==> config.mk <==
export PLATFORM = sky130hd
export DESIGN_NAME = adc_sar_sequencer
export DESIGN_NICKNAME = d
export VERILOG_FILES = /design/src/rtl/adc_sar_pkg.sv /design/src/rtl/adc_sar_result_buf.sv /design/src/rtl/adc_sar_sequencer.sv
export SDC_FILE = /design/constraint.sdc
export NUM_CORES = 1
export LEC_CHECK = 0
export CAP_MARGIN = 0
export CORE_ASPECT_RATIO = 1.4
export CORE_MARGIN = 2
export CORE_UTILIZATION = 40
export DETAILED_ROUTE_END_ITERATION = 16
export GPL_ROUTABILITY_DRIVEN = 0
export PLACE_DENSITY = 0.69
export SYNTH_ARGS = -nofsm -noshare
export SYNTH_HDL_FRONTEND = slang
export SYNTH_HIERARCHICAL = 1
export SYNTH_SLANG_ARGS = --single-unit
==> constraint.sdc <==
create_clock -name clk -period 2 [get_ports clk]
set_input_delay 0.4 -clock clk [delete_from_list [all_inputs] [get_ports clk]]
set_output_delay 0.4 -clock clk [all_outputs]
set_load 0.05 [all_outputs]
==> src/rtl/adc_sar_pkg.sv <==
// Shared encodings and defaults for the SAR ADC sequencer.
package adc_sar_pkg;

  localparam int ADC_BITS         = 10;
  localparam int SAMP_CYCLES_DEF  = 2;
  localparam int CONV_TIMEOUT_DEF = 16;

  typedef enum logic [1:0] {
    S_IDLE    = 2'd0,
    S_SAMPLE  = 2'd1,
    S_CONVERT = 2'd2,
    S_CAPTURE = 2'd3
  } state_t;

  // A healthy SAR drives each B/BN pair to opposite values; any equal pair is a bad code.
  function automatic logic code_bad(input logic [ADC_BITS-1:0] b,
                                    input logic [ADC_BITS-1:0] bn);
    return |(~(b ^ bn));
  endfunction

endpackage

==> src/rtl/adc_sar_result_buf.sv <==
// Single-entry result register with valid/ready handshake and sticky overrun.
module adc_sar_result_buf
  import adc_sar_pkg::*;
(
  input  logic                clk,
  input  logic                rst_n,
  input  logic                cap,
  input  logic [ADC_BITS-1:0] din,
  input  logic                data_ready,
  input  logic                err_clr,
  output logic [ADC_BITS-1:0] data,
  output logic                data_valid,
  output logic                overrun
);

  // An unconsumed result is lost only if the consumer is not taking it on the capture edge.
  logic ovr_set;
  assign ovr_set = cap && data_valid && !data_ready;

  // Load on capture, drop valid on handshake; overrun set beats err_clr.
  always_ff @(posedge clk or negedge rst_n) begin
    if (!rst_n) begin
      data       <= '0;
      data_valid <= 1'b0;
      overrun    <= 1'b0;
    end else begin
      if (cap) begin
        data       <= din;
        data_valid <= 1'b1;
      end else if (data_valid && data_ready) begin
        data_valid <= 1'b0;
      end
      overrun <= ovr_set || (overrun && !err_clr);
    end
  end

endmodule

==> src/rtl/adc_sar_sequencer.sv <==
// Sample/convert/capture sequencer for an external SAR ADC core.
module adc_sar_sequencer
  import adc_sar_pkg::*;
#(
  parameter int SAMP_CYCLES  = SAMP_CYCLES_DEF,
  parameter int CONV_TIMEOUT = CONV_TIMEOUT_DEF
) (
  input  logic                clk,
  input  logic                rst_n,
  input  logic                start,
  input  logic                cont_en,
  input  logic                err_clr,
  output logic                adc_samp,
  input  logic                adc_eoc,
  input  logic [ADC_BITS-1:0] adc_b,
  input  logic [ADC_BITS-1:0] adc_bn,
  output logic [ADC_BITS-1:0] data,
  output logic                data_valid,
  input  logic                data_ready,
  output logic                busy,
  output logic                overrun,
  output logic                timeout_err,
  output logic                code_err
);

  localparam logic [3:0] SAMP_LAST = 4'(SAMP_CYCLES - 1);
  localparam logic [7:0] WAIT_LAST = 8'(CONV_TIMEOUT - 1);

  state_t     state;
  logic [3:0] samp_cnt;
  logic [7:0] wait_cnt;
  logic       cap;

  assign busy = (state != S_IDLE);
  assign cap  = (state == S_CAPTURE);

  // Conversion FSM; adc_samp and the sticky flags are registered alongside the state.
  always_ff @(posedge clk or negedge rst_n) begin
    if (!rst_n) begin
      state       <= S_IDLE;
      samp_cnt    <= '0;
      wait_cnt    <= '0;
      adc_samp    <= 1'b0;
      timeout_err <= 1'b0;
      code_err    <= 1'b0;
    end else begin
      // Clear first so a set below on the same edge takes priority.
      if (err_clr) begin
        timeout_err <= 1'b0;
        code_err    <= 1'b0;
      end
      case (state)
        S_IDLE: begin
          if (start || cont_en) begin
            state    <= S_SAMPLE;
            samp_cnt <= '0;
            adc_samp <= 1'b1;
          end
        end
        S_SAMPLE: begin
          if (samp_cnt == SAMP_LAST) begin
            state    <= S_CONVERT;
            samp_cnt <= '0;
            wait_cnt <= '0;
            adc_samp <= 1'b0;
          end else begin
            samp_cnt <= samp_cnt + 4'd1;
          end
        end
        S_CONVERT: begin
          if (adc_eoc) begin
            state    <= S_CAPTURE;
            wait_cnt <= '0;
          end else if (wait_cnt == WAIT_LAST) begin
            state       <= S_IDLE;
            wait_cnt    <= '0;
            timeout_err <= 1'b1;
          end else begin
            wait_cnt <= wait_cnt + 8'd1;
          end
        end
        S_CAPTURE: begin
          if (code_bad(adc_b, adc_bn)) code_err <= 1'b1;
          if (cont_en) begin
            state    <= S_SAMPLE;
            samp_cnt <= '0;
            adc_samp <= 1'b1;
          end else begin
            state <= S_IDLE;
          end
        end
        default: state <= S_IDLE;
      endcase
    end
  end

  adc_sar_result_buf u_rbuf (
    .clk        (clk),
    .rst_n      (rst_n),
    .cap        (cap),
    .din        (adc_b),
    .data_ready (data_ready),
    .err_clr    (err_clr),
    .data       (data),
    .data_valid (data_valid),
    .overrun    (overrun)
  );

endmodule

* After elaboration in Yosys (flattened, before gate mapping) *
Cells that the tools add are included.

storage, ports and cells
  register bits after elaboration = 29
  latch bits = 0
  memory bits (writable) = 0
  memory bits (read-only) = 0
  input port bits = 27
  output and inout bits = 16
  memories = 0

operators by class
  add/subtract/negate cells = 2
  multiply operators = 0
  div/mod/pow operators = 0
  order comparisons = 0
  equality and inequality tests = 9
  shifts and indexed selects = 0
  mux-type cells = 27
  bitwise operators = 2
  reductions and logical operators = 18

operator list
  cell                                            count
  2-to-1 mux 8 bit                                3
  one-hot mux 8 bit (2 select lines)              1
  2-to-1 mux 1 bit                                13
  2-to-1 mux 4 bit                                3
  one-hot mux 4 bit (3 select lines)              1
  inverter 10 bit                                 1
  OR reduction 10 bit                             1
  bitwise XOR 10 bit                              1
  adder 8 x 1 -> 8 bit (second input constant)    1
  == test 8 x 4 -> 1 bit (second input constant)  1
  2-to-1 mux 2 bit                                4
  one-hot mux 2 bit (4 select lines)              1
  inequality test 2 bit (second input constant)   3
  AND reduction 3 bit                             2
  nonzero test 2 bit                              3
  adder 4 x 1 -> 4 bit (second input constant)    1
  == test 2 bit (second input constant)           2
  == test 4 x 1 -> 1 bit (second input constant)  1
  logical AND 1 bit                               4
  AND reduction 4 bit                             1
  inequality test 3 bit (second input constant)   1
  one-hot mux 1 bit (3 select lines)              1
  nonzero test 3 bit                              1
  == test 2 x 1 -> 1 bit (second input constant)  1
  other kinds (4)                                 6

* Logic depth before layout (Yosys ltp) *
Gate-level depths: netlist of run 1.

  depth in word-level cells = 5
  mapped depth = 6
  gate-level depth less buffers = 6

* Hierarchy *
Netlist of run 1, hierarchy kept.

modules (own cells, without submodules)
  module              times used  cells each  area an instance (um2)
  adc_sar_sequencer   1           112         1049.8
  adc_sar_result_buf  1           27          480.5

* Worst setup path after synthesis of run 1 *
OpenSTA, ideal clock, no wires.

  path type = flip-flop to flip-flop
  start point = register samp_cnt[1]
  end point = register wait_cnt[6]
  setup time = 0.078 ns
  data arrival time = 1.593 ns
  data required time = 1.922 ns
  path slack = 0.330 ns
  cell stages (with the launch flop) = 7
  buffers on the path = 0
  cells stage by stage = dfrtp_1 > inv_1 > ha_1 > nand4bb_4 > o21a_1 > or4_1 > a21oi_1

on the way
  cells in the longest elaborated chain, start to end = 3

RTL lines
  element                                 line                     RTL
  start, declared                         adc_sar_sequencer.sv:30  logic [3:0] samp_cnt;
  start signal, assigned                  adc_sar_sequencer.sv:67  samp_cnt <= samp_cnt + 4'd1;
  == test 4 x 1 -> 1 bit                  adc_sar_sequencer.sv:61  if (samp_cnt == SAMP_LAST) begin
  inequality test 2 bit (no source line)  n/a
  AND reduction 2 bit (no source line)    n/a
  end signal, assigned                    adc_sar_sequencer.sv:79  wait_cnt <= wait_cnt + 8'd1;
  end, declared                           adc_sar_sequencer.sv:31  logic [7:0] wait_cnt;

Every way passes these cells.
A chain may end at the register's enable or synchronous reset.

* Final worst setup path of run 1 *
  start point = register u_rbuf.data_valid
  end point = output port data_valid

RTL lines
  element                 line                      RTL
  start, declared         adc_sar_result_buf.sv:12  output logic data_valid,
  start signal, assigned  adc_sar_result_buf.sv:24  data_valid <= 1'b0;
  start signal, assigned  adc_sar_result_buf.sv:29  data_valid <= 1'b1;
  start signal, assigned  adc_sar_result_buf.sv:31  data_valid <= 1'b0;
  end, declared           adc_sar_sequencer.sv:18   output logic data_valid,

No word-level cell between the ends.

==> results.ini, run 1 <==
[drt]
wire_per_inst_um = 14.88
first_iter_violations = 28
avgViaCountPerCell = 5.272
ant_nets = 0
firstDrtPassIters = 4
vias = 1223
drc = 0
totalWireLength_mm = 3.452

[clocking]
cts.sinks = 29
clkSlewWorstSetupHoldPaths_ns = 0.06
cts_max_path_buffers = 2
cts_root_buffer = clkbuf_8
hold_buffers = 0
post_cts_buffers = 0
cts-htree-levels = 2
numCtsBuffers = 5
ctsResizeCount = 0
cts_tree = yes
clk_latency_ns = 0.29

[placement]
hpwlAfterDp_mm = 2.640
port_buffers = 42

[critical_path]
end_kind = output port
required_ns = 1.60
r2r_end = wait_cnt[6]$_DFFE_PN0P_
path_class = reg2out
reg2reg_slack_ns = 0.25
path_cells = clkdlybuf4s50_1
r2r_start = samp_cnt[1]$_DFFE_PN0P_
arrival_ns = 1.48
crit_slowest_cell = clkdlybuf4s50_1
critPathTopFamily = buffers and inverters
max_stage_delay_ns = 0.82
worstPathMaxFanout = 3
reg2reg_depth = 6
start_kind = register
critPathBufInv = 1

[power]
power_mw = 3.140
p_leak_nw = 0.8917
p_per_area_mw_per_mm2 = 1486
ir_drop_mv = 0.9006

[global_routing]
grt_pass1_vias = 1273
top_usage_layer = met2
grt_max_degree = 30
grt_pass1_wl_mm = 6.099
grt_use_total_pct = 18.24
use_met1_pct = 20.39
antenna_found_initial = 0
gr-usage-met2_pct = 31.53
gr-total-overflow = 0
use_met3_pct = 6.071

[timing]
maxSlewViolCount = 0
fin_crit_ns = 1.882
setup_tns_ns = 0
worst_pin_slew_ns = 0.5311
fmax_mhz = 531.5
hold_violations = 0
setup_viol = 0
skew_ns = 0.003495
min_period_over_period_pct = 94.08
maxSlewHeadroom_pct = 64.48
rsz0062_at_grt = false

[synth]
synth_most_common_cell = dfrtp_1
synth_edf_count = 0
synth_cell_types = 38
synth_top_cell_by_area = dfrtp_1
syn_nets = 169
seq_area_frac_synth_pct = 47.42
synth_cells = 139
synthFlopType = dfrtp_1
syn_area_mm2 = 0.001530
synth_area_per_cell_um2 = 11.01
synth_seq_cells = 29
ys_top_cells_by_count = 29 x dfrtp_1, 9 x xnor2_1
ys.warnings.count = 6
async_flop_share_pct = 100.0
synthTopCellsByArea = dfrtp_1 47%, mux2_4 7.8%, xnor2_1 5.2%, o21ai_0 2.6%, ha_1 2.5%
yosysTopAreaCellShare_pct = 47.42

[worst_hold_path]
hold_depth = 1
whs_endpoint = adc_samp$_DFFE_PN0P_
min_path_type = reg2reg
hp-start = adc_samp$_DFFE_PN0P_

[layout]
diodes = 0
area_growth_pct = 38.10
drive_above_1_share_pct = 14.74
final_nets = 219
fillCellCount = 342

[floorplanning]
rows = 26
io-pin-count = 43
initial_utilization_pct = 42.00
core-area_mm2 = 0.003643
fp.dieH_um = 77.18
dieArea_mm2 = 0.004343
die_x_um = 56.28

[status]
status = finished clean

[flow_run]
cap_violations = 0

per-layer routing:
layer	vias to the layer above	wire, um
li1	597	-
met1	591	1341
met2	29	1889
met3	6	160
met4	0	61
met5	-	0
cell usage in the layout, fill, tap and decap left out, types with 5 or more instances in the layout:
cell type        instances
mux2_4                   8
inv_1                    7
nand2_1                  8
buf_4                    5
dfrtp_1                 29
clkdlybuf4s50_1         41
clkbuf_8                 7
o21ai_0                  8
nand2b_1                 5
a21oi_1                  7
xnor2_1                  9
nor2_1                   8
flip-flops by register name, summed over array words and instances, names as in the netlist:
| register | cells |
|---|---|
| u_rbuf/data | 10 |
| timeout_err | 1 |
| wait_cnt | 8 |
| adc_samp | 1 |
| state | 2 |
| u_rbuf/data_valid | 1 |
| code_err | 1 |
| u_rbuf/overrun | 1 |
| samp_cnt | 4 |
logic make-up after synthesis:
| logic type | synth area share [%] |
|---|---|
| AOI/OAI and AO/OA | 12.84 |
| xor gates and xnor gates | 6.869 |
| adders and majority gates | 2.453 |
| buffers and inverters | 2.944 |
| DFF | 47.42 |
| muxes | 11.37 |
| and+or+nand+nor | 16.11 |
worst max-delay path by stage:
stage / start / end / slack (ns) / cells after the start
global route: u_rbuf/data_valid$_DFFE_PN0P_ / data_valid / 0.06 / 1
finish: u_rbuf/data_valid$_DFFE_PN0P_ / data_valid / 0.12 / 1
detailed placement: cont_en / samp_cnt[3]$_DFFE_PN0P_ / 0.12 / 5
CTS: u_rbuf/data_valid$_DFFE_PN0P_ / data_valid / 0.10 / 1
floorplan: samp_cnt[1]$_DFFE_PN0P_ / wait_cnt[6]$_DFFE_PN0P_ / 0.33 / 6
global placement: cont_en / samp_cnt[3]$_DFFE_PN0P_ / 0.16 / 5
final cells by class:
class	instances	area, um2	share of cell area (%)
clock buffers	7	96.34	4.559
flip-flops and latches	29	725.7	34.34
multi-input cells	100	759.5	35.94
repair buffers	46	447.9	21.20
inverters	7	26.28	1.243
clock inverters	1	5.005	0.2368
well taps	42	52.55	2.487
per-stage QoR:
stage | instance area (um2) | hold slack (ns) | util, % | worst slack, ns | cells
floorplan | 1530 | 0.1044 | - | 0.3297 | 139
detailed placement | 2012 | 0.4802 | 55.22 | 0.1160 | 224
CTS | 2113 | 0.4981 | 58.00 | 0.1047 | 232
global route | 2113 | 0.5280 | 58.00 | 0.06353 | 232
finish | 2113 | 0.4921 | 58.00 | 0.1184 | 232
global placement | 2012 | 0.4788 | 55.22 | 0.1598 | 224
power by group:
part | internal, mW | switching (mW) | total [mW]
Sequential | 0.779 | 0.187 | 0.967
Clock | 0.310 | 0.230 | 0.540
Combinational | 0.706 | 0.927 | 1.63
Total | 1.80 | 1.34 | 3.14
Power figures use the tool's default switching activity.
==> run 2: changes to the inputs <==
--- a/config.mk
+++ b/config.mk
@@ -11,7 +11,7 @@
 export CORE_UTILIZATION = 40
 export DETAILED_ROUTE_END_ITERATION = 16
 export GPL_ROUTABILITY_DRIVEN = 0
-export PLACE_DENSITY = 0.69
+export PLACE_DENSITY = 0.66
 export SYNTH_ARGS = -nofsm -noshare
 export SYNTH_HDL_FRONTEND = slang
 export SYNTH_HIERARCHICAL = 1
==> results.ini, run 2 (synthesized netlist as in run 1, its figures left out) <==
[power]
p_per_area_mw_per_mm2 = 1460  ; was 1486 mW/mm2
p_leak_nw = 0.8723  ; was 0.8917 nW
power_mw = 3.043  ; was 3.140 mW
ir_drop_mv = 1.268  ; was 0.9006 mV
comb_power_share_pct = 53.3  ; was 52.0%
clkPwrFrac_pct = 14.7  ; was 17.2%
intPower_mw = 1.721  ; was 1.796 mW
p_sw_share_pct = 43.45  ; was 42.80%
power.switching_mw = 1.322  ; was 1.344 mW
p_seq_share_pct = 31.9  ; was 30.8%

[timing]
rsz0062_at_grt = false  ; unchanged
hold_violations = 0  ; unchanged
setup_viol = 0  ; unchanged
fin_crit_ns = 1.855  ; was 1.882 ns
min_period_over_period_pct = 92.75  ; was 94.08%
skew_ns = 0.005913  ; was 0.003495 ns
maxSlewViolCount = 0  ; unchanged
fmax_mhz = 539.1  ; was 531.5 MHz
worst_pin_slew_ns = 0.5455  ; was 0.5311 ns
fin_hold_ws_ns = 0.4899  ; was 0.4921 ns
maxSlewHeadroom_pct = 63.52  ; was 64.48%
fin_ws_ns = 0.1450  ; was 0.1184 ns
setup_tns_ns = 0  ; unchanged

[drt]
vias = 1198  ; was 1,223
avgViaCountPerCell = 5.186  ; was 5.272
first_iter_violations = 23  ; was 28
totalWireLength_mm = 3.286  ; was 3.452 mm
drc = 0  ; unchanged
firstDrtPassIters = 4  ; unchanged
ant_nets = 0  ; unchanged
wire_per_inst_um = 14.23  ; was 14.88 um

[flow_run]
cap_violations = 0  ; unchanged

[global_routing]
gr-total-overflow = 0  ; unchanged
grt_use_total_pct = 16.64  ; was 18.24%
grt_max_degree = 30  ; unchanged
grt_pass1_vias = 1243  ; was 1,273
grt_pass1_wl_mm = 5.671  ; was 6.099 mm
antenna_found_initial = 0  ; unchanged

[clocking]
cts_root_buffer = clkbuf_8  ; unchanged
clkSlewWorstSetupHoldPaths_ns = 0.06  ; about the same
hold_buffers = 0  ; unchanged
cts.sinks = 29  ; unchanged
cts_max_path_buffers = 2  ; unchanged
clk_latency_ns = 0.27  ; was 0.29 ns
post_cts_buffers = 0  ; unchanged
cts-htree-levels = 2  ; unchanged
ctsResizeCount = 0  ; unchanged
cts_tree = yes  ; unchanged
numCtsBuffers = 5  ; unchanged

[status]
status = finished clean  ; unchanged

[placement]
placedCellCount = 223  ; was 224
port_buffers = 42  ; unchanged
post-place-ws_ns = 0.08716  ; was 0.1160 ns
hpwlAfterDp_mm = 2.505  ; was 2.640 mm
placed_cell_area_mm2 = 0.002004  ; was 0.002012 mm2

[layout]
final_nets = 218  ; was 219
diodes = 0  ; unchanged
finish.utilization_pct = 57.21  ; was 58.00%
regMostFlops = u_rbuf/data  ; unchanged
largest_reg_flops = 10  ; unchanged
instances_no_fill = 231  ; was 232
area_growth_pct = 36.22  ; was 38.10%
seqCellArea_um2 = 725.7  ; unchanged
drive_above_1_share_pct = 12.70  ; was 14.74%
reg_top3 = u_rbuf/data (10), wait_cnt (8), samp_cnt (4)  ; unchanged
mostFrequentLayoutCell = clkdlybuf4s50_1  ; unchanged
mostFrequentLayoutCells = 41 x clkdlybuf4s50_1, 29 x dfrtp_1, 9 x xnor2_1  ; unchanged
multiInputGateArea_um2 = 759.5  ; unchanged
fin_area_mm2 = 0.002085  ; was 0.002113 mm2
fillCellCount = 340  ; was 342

[floorplanning]
io-pin-count = 43  ; unchanged
die_x_um = 56.28  ; unchanged
fp.dieH_um = 77.18  ; unchanged
dieArea_mm2 = 0.004343  ; unchanged
rows = 26  ; unchanged
core-area_mm2 = 0.003643  ; unchanged
initial_utilization_pct = 42.00  ; unchanged

[critical_path]
worstPathMaxFanout = 2  ; was 3
path_cells = clkdlybuf4s50_1  ; unchanged
crit_slowest_cell = clkdlybuf4s50_1  ; unchanged
arrival_ns = 1.45  ; was 1.48 ns
critPathBufInv = 1  ; unchanged
path_class = reg2out  ; unchanged
max_stage_delay_ns = 0.84  ; was 0.82 ns
start_kind = register  ; unchanged
critPathTopFamily = buffers and inverters  ; unchanged
end_kind = output port  ; unchanged
required_ns = 1.60  ; about the same

[worst_hold_path]
min_path_type = reg2reg  ; unchanged

==> run 2: changes by cell type in the layout (fill, tap and decap cells not counted) <==
| cell | previous run | this run |
|---|---|---|
| clkinv_2 | 1 | 0 |
| buf_4 | 5 | 4 |
| clkbuf_8 | 7 | 5 |
| clkbuf_1 | 0 | 3 |
==> run 2: layer usage <==
metal / track usage (%) / part of all wire (%)
met4: 7.619 / 2.3
met1: 18.90 / 43
met3: 5.059 / 2.2
met5: 0 / 0
met2: 28.24 / 52
==> run 2: final cells by class <==
cell class,instances,share of cell area (%)
multi-input combinational,100,36.43
sequential,29,34.81
timing repair buffer,45,21.13
tap,42,2.521
clock buffer,8,3.842
inverter,7,1.261
==> run 2: worst paths after layout <==
check	endpoint	from	slack, ns	cells after the start
worst min register to register	adc_samp$_DFFE_PN0P_	adc_samp$_DFFE_PN0P_	0.49	1
min in group asynchronous	u_rbuf/data[6]$_DFFE_PN0P_	rst_n	0.51	2
worst max register to register	wait_cnt[6]$_DFFE_PN0P_	samp_cnt[1]$_DFFE_PN0P_	0.24	6
worst min-delay path	adc_samp$_DFFE_PN0P_	adc_samp$_DFFE_PN0P_	0.49	1
worst max-delay path	data[0]	u_rbuf/data[0]$_DFFE_PN0P_	0.15	1
max in group asynchronous	u_rbuf/data[3]$_DFFE_PN0P_	rst_n	1.21	2
==> run 2: power groups by stage <==
stage	registers (mW)	clock network [mW]	logic (mW)
6_report	0.972	0.448	1.62
5_1_grt	1.01	0.485	1.71
4_1_cts	0.971	0.463	1.64
3_5_place_dp	0.982	0	1.63
3_3_place_gp	0.971	0	1.61
2_1_floorplan	1.39	0	0.699
==> run 3: changes to the inputs <==
--- a/config.mk
+++ b/config.mk
@@ -11,7 +11,7 @@
 export CORE_UTILIZATION = 40
 export DETAILED_ROUTE_END_ITERATION = 16
 export GPL_ROUTABILITY_DRIVEN = 0
-export PLACE_DENSITY = 0.66
+export PLACE_DENSITY = 0.68
 export SYNTH_ARGS = -nofsm -noshare
 export SYNTH_HDL_FRONTEND = slang
 export SYNTH_HIERARCHICAL = 1
==> constraint.sdc (replaced) <==
create_clock -name clk -period 1.7 [get_ports clk]
set_input_delay 0.34 -clock clk [delete_from_list [all_inputs] [get_ports clk]]
set_output_delay 0.34 -clock clk [all_outputs]
set_load 0.05 [all_outputs]
==> results.ini, run 3 (synthesized netlist as in run 1, its figures left out) <==
[layout]
reg_top3 = u_rbuf/data (10), wait_cnt (8), samp_cnt (4)  ; unchanged
largest_reg_flops = 10  ; unchanged
regMostFlops = u_rbuf/data  ; unchanged
drive_above_1_share_pct = 26.77  ; was 12.70%
mostFrequentLayoutCells = 29 x dfrtp_1, 28 x buf_4, 26 x clkdlybuf4s50_1, 9 x xnor2_1  ; was 41 x clkdlybuf4s50_1, 29 x dfrtp_1, 9 x xnor2_1
instances_no_fill = 240  ; was 231
mostFrequentLayoutCell = dfrtp_1  ; was clkdlybuf4s50_1
final_nets = 227  ; was 218
fin_area_mm2 = 0.002143  ; was 0.002085 mm2
fillCellCount = 325  ; was 340
diodes = 0  ; unchanged
finish.utilization_pct = 58.83  ; was 57.21%
area_growth_pct = 40.07  ; was 36.22%

[worst_hold_path]
min_path_type = in2async  ; was reg2reg

[global_routing]
antenna_found_initial = 0  ; unchanged
grt_use_total_pct = 17.82  ; was 16.64%
grt_pass1_wl_mm = 6.030  ; was 5.671 mm
grt_max_degree = 30  ; unchanged
gr-total-overflow = 0  ; unchanged
grt_pass1_vias = 1317  ; was 1,243

[critical_path]
path_class = reg2reg  ; was reg2out
end_kind = register  ; was output port
critPathBufInv = 1  ; unchanged
required_ns = 1.91  ; was 1.60 ns
r2r_start = samp_cnt[1]$_DFFE_PN0P_  ; unchanged
arrival_ns = 1.87  ; was 1.45 ns
reg2reg_slack_ns = 0.04  ; was 0.24 ns
reg2reg_depth = 6  ; unchanged
crit_slowest_cell = or4_1  ; was clkdlybuf4s50_1
critPathTopFamily = simple AND/OR/NAND/NOR gates  ; was buffers and inverters
max_stage_delay_ns = 0.47  ; was 0.84 ns
path_cells = inv_1 > ha_4 > nand4bb_4 > o21a_4 > or4_1 > a21oi_1  ; was clkdlybuf4s50_1
start_kind = register  ; unchanged
worstPathMaxFanout = 6  ; was 2
r2r_end = wait_cnt[6]$_DFFE_PN0P_  ; unchanged

[timing]
maxSlewHeadroom_pct = 75.24  ; was 63.52%
setup_viol = 0  ; unchanged
worst_pin_slew_ns = 0.3680  ; was 0.5455 ns
min_period_over_period_pct = 97.87
maxSlewViolCount = 0  ; unchanged
rsz0062_at_grt = true  ; was false
skew_ns = 0.002775  ; was 0.005913 ns
hold_violations = 0  ; unchanged
fmax_mhz = 601.0
fin_crit_ns = 1.664

[drt]
first_iter_violations = 29  ; was 23
totalWireLength_mm = 3.501  ; was 3.286 mm
wire_per_inst_um = 14.59  ; was 14.23 um
vias = 1277  ; was 1,198
drc = 0  ; unchanged
avgViaCountPerCell = 5.321  ; was 5.186
firstDrtPassIters = 4  ; unchanged
ant_nets = 0  ; unchanged

[floorplanning]
rows = 26  ; unchanged
io-pin-count = 43  ; unchanged
core-area_mm2 = 0.003643  ; unchanged
dieArea_mm2 = 0.004343  ; unchanged
die_x_um = 56.28  ; unchanged
fp.dieH_um = 77.18  ; unchanged
initial_utilization_pct = 42.00  ; unchanged

[power]
p_leak_nw = 0.9425  ; was 0.8723 nW
p_per_area_mw_per_mm2 = 1730  ; was 1460 mW/mm2
ir_drop_mv = 1.238  ; was 1.268 mV

[clocking]
clk_latency_ns = 0.28  ; was 0.27 ns
clkSlewWorstSetupHoldPaths_ns = 0.06  ; about the same
hold_buffers = 0  ; unchanged
cts_max_path_buffers = 2  ; unchanged
cts.sinks = 29  ; unchanged
cts_tree = yes  ; unchanged
cts_root_buffer = clkbuf_8  ; unchanged
numCtsBuffers = 5  ; unchanged
post_cts_buffers = 0  ; unchanged
cts-htree-levels = 2  ; unchanged

[flow_run]
cap_violations = 0  ; unchanged

[placement]
port_buffers = 42  ; unchanged
placed_cell_area_mm2 = 0.002034  ; was 0.002004 mm2
hpwlAfterDp_mm = 2.657  ; was 2.505 mm
placedCellCount = 232  ; was 223

[status]
status = finished clean  ; unchanged

[run 3: how the worst max path moves through the flow]
stage                                       start                      end  slack [ns]  depth (start not counted)
after floorplan           samp_cnt[1]$_DFFE_PN0P_  wait_cnt[6]$_DFFE_PN0P_        0.03                          6
after global placement                    cont_en  samp_cnt[3]$_DFFE_PN0P_       -0.08                          5
after detailed placement                  cont_en  samp_cnt[3]$_DFFE_PN0P_       -0.14                          5
after CTS                 samp_cnt[1]$_DFFE_PN0P_  wait_cnt[6]$_DFFE_PN0P_       0.006                          6
after global routing      samp_cnt[1]$_DFFE_PN0P_  wait_cnt[6]$_DFFE_PN0P_       -0.03                          6
final                     samp_cnt[1]$_DFFE_PN0P_  wait_cnt[6]$_DFFE_PN0P_        0.04                          6
[run 3: final cells by class]
cell class,instances,area (um2),area share (%)
Clock inverter,2,10.01,0.4670
Clock buffer,6,72.57,3.386
Inverter,7,26.28,1.226
Timing Repair Buffer,54,470.5,21.95
Tap cell,42,52.55,2.452
Multi-Input combinational cell,100,785.8,36.66
Sequential cell,29,725.7,33.86
[run 3: per-stage QoR]
stage,setup TNS (ns),setup slack [ns],total power [mW],hold WS (ns)
after floorplan,0,0.02974,2.463,0.04441
after global placement,-0.09685,-0.07784,3.078,0.4807
after detailed placement,-0.1662,-0.1352,3.126,0.4832
after CTS,0,0.005704,3.712,0.4692
after global routing,-0.03211,-0.03211,3.918,0.4982
final,0,0.03619,3.707,0.4558
[run 3: what timing repair did]
| action | CTS | global route |
|---|---|---|
| pin swaps | 0 | 0 |
| endpoints found under the hold margin | 0 | 0 |
| gates resized for setup | 2 | 2 |
| setup endpoints to repair | 1 | 5 |
[run 3: worst register-to-register path: stages (launching register included)]
cell,delay (ns)
dfrtp_1,0.38
inv_1,0.10
ha_4,0.15
nand4bb_4,0.12
o21a_4,0.24
or4_1,0.47
a21oi_1,0.15
[run 3: routing by layer]
metal / global-route usage (%) / wire [um] / vias to the layer above
met1: 19.74 / 1431 / 622
met2: 31.41 / 1831 / 34
met3: 5.734 / 180 / 6
li1: - / - / 615
met4: 6.429 / 57 / 0
met5: 0 / 0 / -
[run 3: report_power, final]
part           internal, mW  switching (mW)
Combinational         0.889            1.15
Clock                 0.283           0.263
Sequential            0.917           0.200
Total                  2.09            1.62
==> edit 1 (config.mk and constraints of run 3) <==
Register the output `overrun`, cleared by the reset; this adds one clock of latency there. The other outputs are not delayed to match.
--- a/src/rtl/adc_sar_sequencer.sv
+++ b/src/rtl/adc_sar_sequencer.sv
@@ -26,4 +26,6 @@
   localparam logic [3:0] SAMP_LAST = 4'(SAMP_CYCLES - 1);
   localparam logic [7:0] WAIT_LAST = 8'(CONV_TIMEOUT - 1);
+
+  logic overrun_d;
 
   state_t     state;
@@ -104,6 +106,14 @@
     .data       (data),
     .data_valid (data_valid),
-    .overrun    (overrun)
+    .overrun    (overrun_d)
   );
+
+  always_ff @(posedge clk or negedge rst_n) begin
+    if (!rst_n) begin
+      overrun <= '0;
+    end else begin
+      overrun <= overrun_d;
+    end
+  end
 
 endmodule
Behaviour: not the same (a bounded check fails within 10 cycles, from zero or initial values and one cycle with rst_n low).
==> edit 1 against run 3 <==
The flow now finishes with violations (setup timing). Setup slack got worse by 0.20 ns. Sequential cell count rose by 1. Design area rose by 9.7%. Global-route usage rose by 0.39 points. Clock skew barely moved. Cell count rose by 5.4%. Die area fell by 0.54%. Routed wire length rose by 6.1%. Area after synthesis fell by 0.57%. Power rose by 7.0%. Via count rose by 4.8%.
==> edit 1: results <==
set metrics [dict create \
    status "complete, but fails checks" \
    violations "setup timing" \
    maxSlewHeadroom_pct 66.5 \
    yosysUniqueCellTypes 39 \
    synthTopCellsByCount "30 x dfrtp_1, 11 x o21ai_0, 10 x xor2_1" \
    cp_slowest_cell "or4_4" \
    dpl_cell_area_um2 2030 \
    drtPass1Iterations 4 \
    synth_area_leaders "dfrtp_1 49%, mux2_4 7.9%, xor2_1 5.8%" \
    drive_above_1_share_pct 41.2 \
    wl_per_cell_um 14.7 \
    clock-root-buffer "clkbuf_8" \
    final_nets 240 \
    grt_usage_pct 18.2 \
    setup_slack_ns -0.166 \
    vdd_ir_drop_max_mv 1.67 \
    dp_hpwl_um 2550 \
    dr_total_vias 1338 \
    crit_fanout 5 \
    setup_viol 4 \
    yosysSeqAreaShare_pct 49.3 \
    synth_cells 138 \
    yosys_warnings 6 \
    ctsHtreeMaxLevel 2 \
    grt_max_degree 31 \
    hp-class "flop to flop" \
    drt_iter0_markers 19 \
    final_cell_count_no_fill 253 \
    reg2reg_depth 6 \
    power.leakage_nw 1.08 \
    grt_pass1_wl_um 6040 \
    io_buffers 42 \
    critPathCapture "wait_cnt[7]$_DFFE_PN0P_" \
    tns_ns -0.430 \
    clk_latency_ns 0.28 \
    reg_top3 "u_rbuf/data (10), wait_cnt (8), samp_cnt (4)" \
    fin_skew_ns 0.00247 \
    synth_nets 168 \
    crit_arrival_ns 2.08 \
]
-- edit 1: report_power, final --
part / internal, mW / switching [mW] / leakage [nW]
logic: 0.974 / 1.20 / 0.636
clock network: 0.409 / 0.271 / 0.0575
registers: 0.941 / 0.174 / 0.386
total: 2.32 / 1.64 / 1.08
-- edit 1: per-stage QoR --
| stage | hold WS [ns] | setup WS, ns |
|---|---|---|
| after floorplan | 0.0444 | -0.213 |
| after global placement | 0.362 | -0.120 |
| after detailed placement | 0.374 | -0.175 |
| after CTS | 0.389 | -0.159 |
| after global routing | 0.401 | -0.223 |
| final | 0.384 | -0.166 |
-- edit 1: repair_timing --
item                                    CTS  global route
hold buffers                              0             0
pin swaps                                 6             2
buffers inserted                         12             4
endpoints found under the setup margin   10            12
hold endpoints to repair                  0             0
resized for setup                        12            18
-- edit 1: cell type report --
class / count / area, µm²
Multi-Input combinational cell: 99 / 820
Timing Repair Buffer: 69 / 598
Clock buffer: 8 / 110
Fill cell: 282 / 1290
Tap cell: 42 / 52.6
Sequential cell: 30 / 752
Inverter: 5 / 18.8
-- edit 1: cells by family (layout without fill, tap and decap cells) --
| logic type | count (synthesis) | in the layout | share of synthesized area, % |
|---|---|---|---|
| buffers and inverters | 9 | 82 | 3.21 |
| muxes | 11 | 11 | 10.1 |
| DFF | 30 | 30 | 49.3 |
| AOI/OAI and AO/OA | 34 | 34 | 14.1 |
| adders and majority gates | 3 | 3 | 2.47 |
| and+or+nand+nor | 41 | 41 | 15.0 |
| xor gates and xnor gates | 10 | 10 | 5.76 |
-- edit 1: worst min path at each step --
stage	cells past startpoint	end	startpoint
floorplan	0	adc_samp$_DFFE_PN0P_	rst_n
global placement	0	overrun$_DFF_PN0_	u_rbuf/overrun$_DFF_PN0_
detailed placement	0	overrun$_DFF_PN0_	u_rbuf/overrun$_DFF_PN0_
CTS	0	overrun$_DFF_PN0_	u_rbuf/overrun$_DFF_PN0_
global route	0	overrun$_DFF_PN0_	u_rbuf/overrun$_DFF_PN0_
finish	0	overrun$_DFF_PN0_	u_rbuf/overrun$_DFF_PN0_
-- edit 1: worst reg2reg max path: cells and delay by family, from the launching register on --
family,cells,cell delay [ns]
adders and majority gates,1,0.12
buffers and inverters,1,0.08
AOI/OAI and AO/OA,2,0.36
and+or+nand+nor,2,0.86
DFF,1,0.39
-- edit 1: layer usage --
metal | GRT usage [%] | vias up | wire length [µm]
met5 | 0 | - | 0
met4 | 9.52 | 0 | 76
met3 | 4.89 | 7 | 229
met1 | 21.2 | 642 | 1510
li1 | - | 639 | -
met2 | 30.2 | 50 | 1900
==> edit 2 (config.mk and constraints of run 3) <==
Made on the original files. Set the package constant `ADC_BITS` to 14 (it was 10).
--- a/src/rtl/adc_sar_pkg.sv
+++ b/src/rtl/adc_sar_pkg.sv
@@ -2,5 +2,5 @@
 package adc_sar_pkg;
 
-  localparam int ADC_BITS         = 10;
+  localparam int ADC_BITS         = 14;
   localparam int SAMP_CYCLES_DEF  = 2;
   localparam int CONV_TIMEOUT_DEF = 16;
Interface: changed (resized adc_b, adc_bn and data); port bits go from 43 to 55. No check against the original RTL was run, so the function may have changed too.
==> edit 2 against run 3 <==
Synthesized cell count is 11% higher. Clock power is 2% higher. Cell count is 12% higher. Combinational power is 23% higher. Power is 17% higher. Sequential power is 13% higher. Routed wire length is 13% higher. Setup slack better by 0.036 ns. Area after synthesis is 14% higher. Design area is 15% higher. Sequential cell count is 4 higher. Maximum frequency is 2.2% higher.
==> edit 2: results <==
set metrics [dict create \
    ctsResizeCount 5 \
    cp_slowest_cell "dfrtp_2" \
    io_buffers 54 \
    dpl_cell_area_um2 2340 \
    vdd_ir_drop_max_mv 0.918 \
    fin_skew_ns 0.00378 \
    yosysSeqAreaShare_pct 47.4 \
    multi_input_cells 111 \
    synth_cells 154 \
    grt_usage_pct 17.2 \
    yosysUniqueCellTypes 40 \
    power.leakage_nw 1.07 \
    synth_seq_cells 33 \
    use_met3_pct 5.98 \
    drive_above_1_share_pct 29.5 \
    buffers 66 \
    wl_per_cell_um 14.8 \
    crit_fanout 8 \
    post_cts_buffers 2 \
    fin_util_pct 58.8 \
    dr_total_vias 1403 \
    synth_area_leaders "dfrtp_1 47%, mux2_4 6.9%, xnor2_1 5.5%" \
    drt_iter0_markers 13 \
    multi_input_area_share_pct 35.9 \
    buf_share_pct 24.1 \
    reg_top3 "u_rbuf/data (14), wait_cnt (8), samp_cnt (4)" \
    wl_um 3970 \
    critical-path-max-stage-delay_ns 0.41 \
    register_area_um2 828 \
    pg_clk_mw 0.556 \
    status "completed" \
    grt_pass1_wl_um 6340 \
    first_global_vias 1480 \
    tap_cells 45 \
    synth_nets 192 \
    n_all_inverters 6 \
    highest_layer "met4" \
    dp_hpwl_um 2920 \
    pwr-share-seq_pct 29.2 \
    place_ws_ns -0.130 \
    crit_arrival_ns 1.29 \
    grtUsageMet1_pct 17.0 \
    cp-end-kind "output pin" \
    p_sw_share_pct 44.0 \
    final_nets 261 \
]
[edit 2: cell count changes in the layout (fill, tap and decap cells not counted), moves of 2 or more]
cell             delta
xor2_1              +2
xnor2_1             +2
buf_4               +2
clkdlybuf4s50_1     +8
dfrtp_1             +2
inv_1               -2
dfrtp_2             +2
mux2_2              +4
[edit 2: final timing paths]
path | cells past startpoint | slack, ns | end
setup reg to reg | 6 | 0.07 | wait_cnt[6]$_DFFE_PN0P_
hold / removal | 2 | 0.46 | u_rbuf/data[2]$_DFFE_PN0P_
setup / recovery | 3 | 0.07 | busy
hold reg to reg | 1 | 0.50 | adc_samp$_DFFE_PN0P_
max in group asynchronous | 2 | 0.92 | state[1]$_DFFE_PN0P_
min in group clk | 1 | 0.50 | adc_samp$_DFFE_PN0P_
[edit 2: kinds of logic after synthesis]
| kind of cell | synth area share, % |
|---|---|
| compound gates | 11.1 |
| simple gates | 15.1 |
| flops | 47.4 |
| mux | 12.6 |
| buf+inv | 3.52 |
| fa+ha+maj | 2.16 |
| xor+xnor | 8.05 |
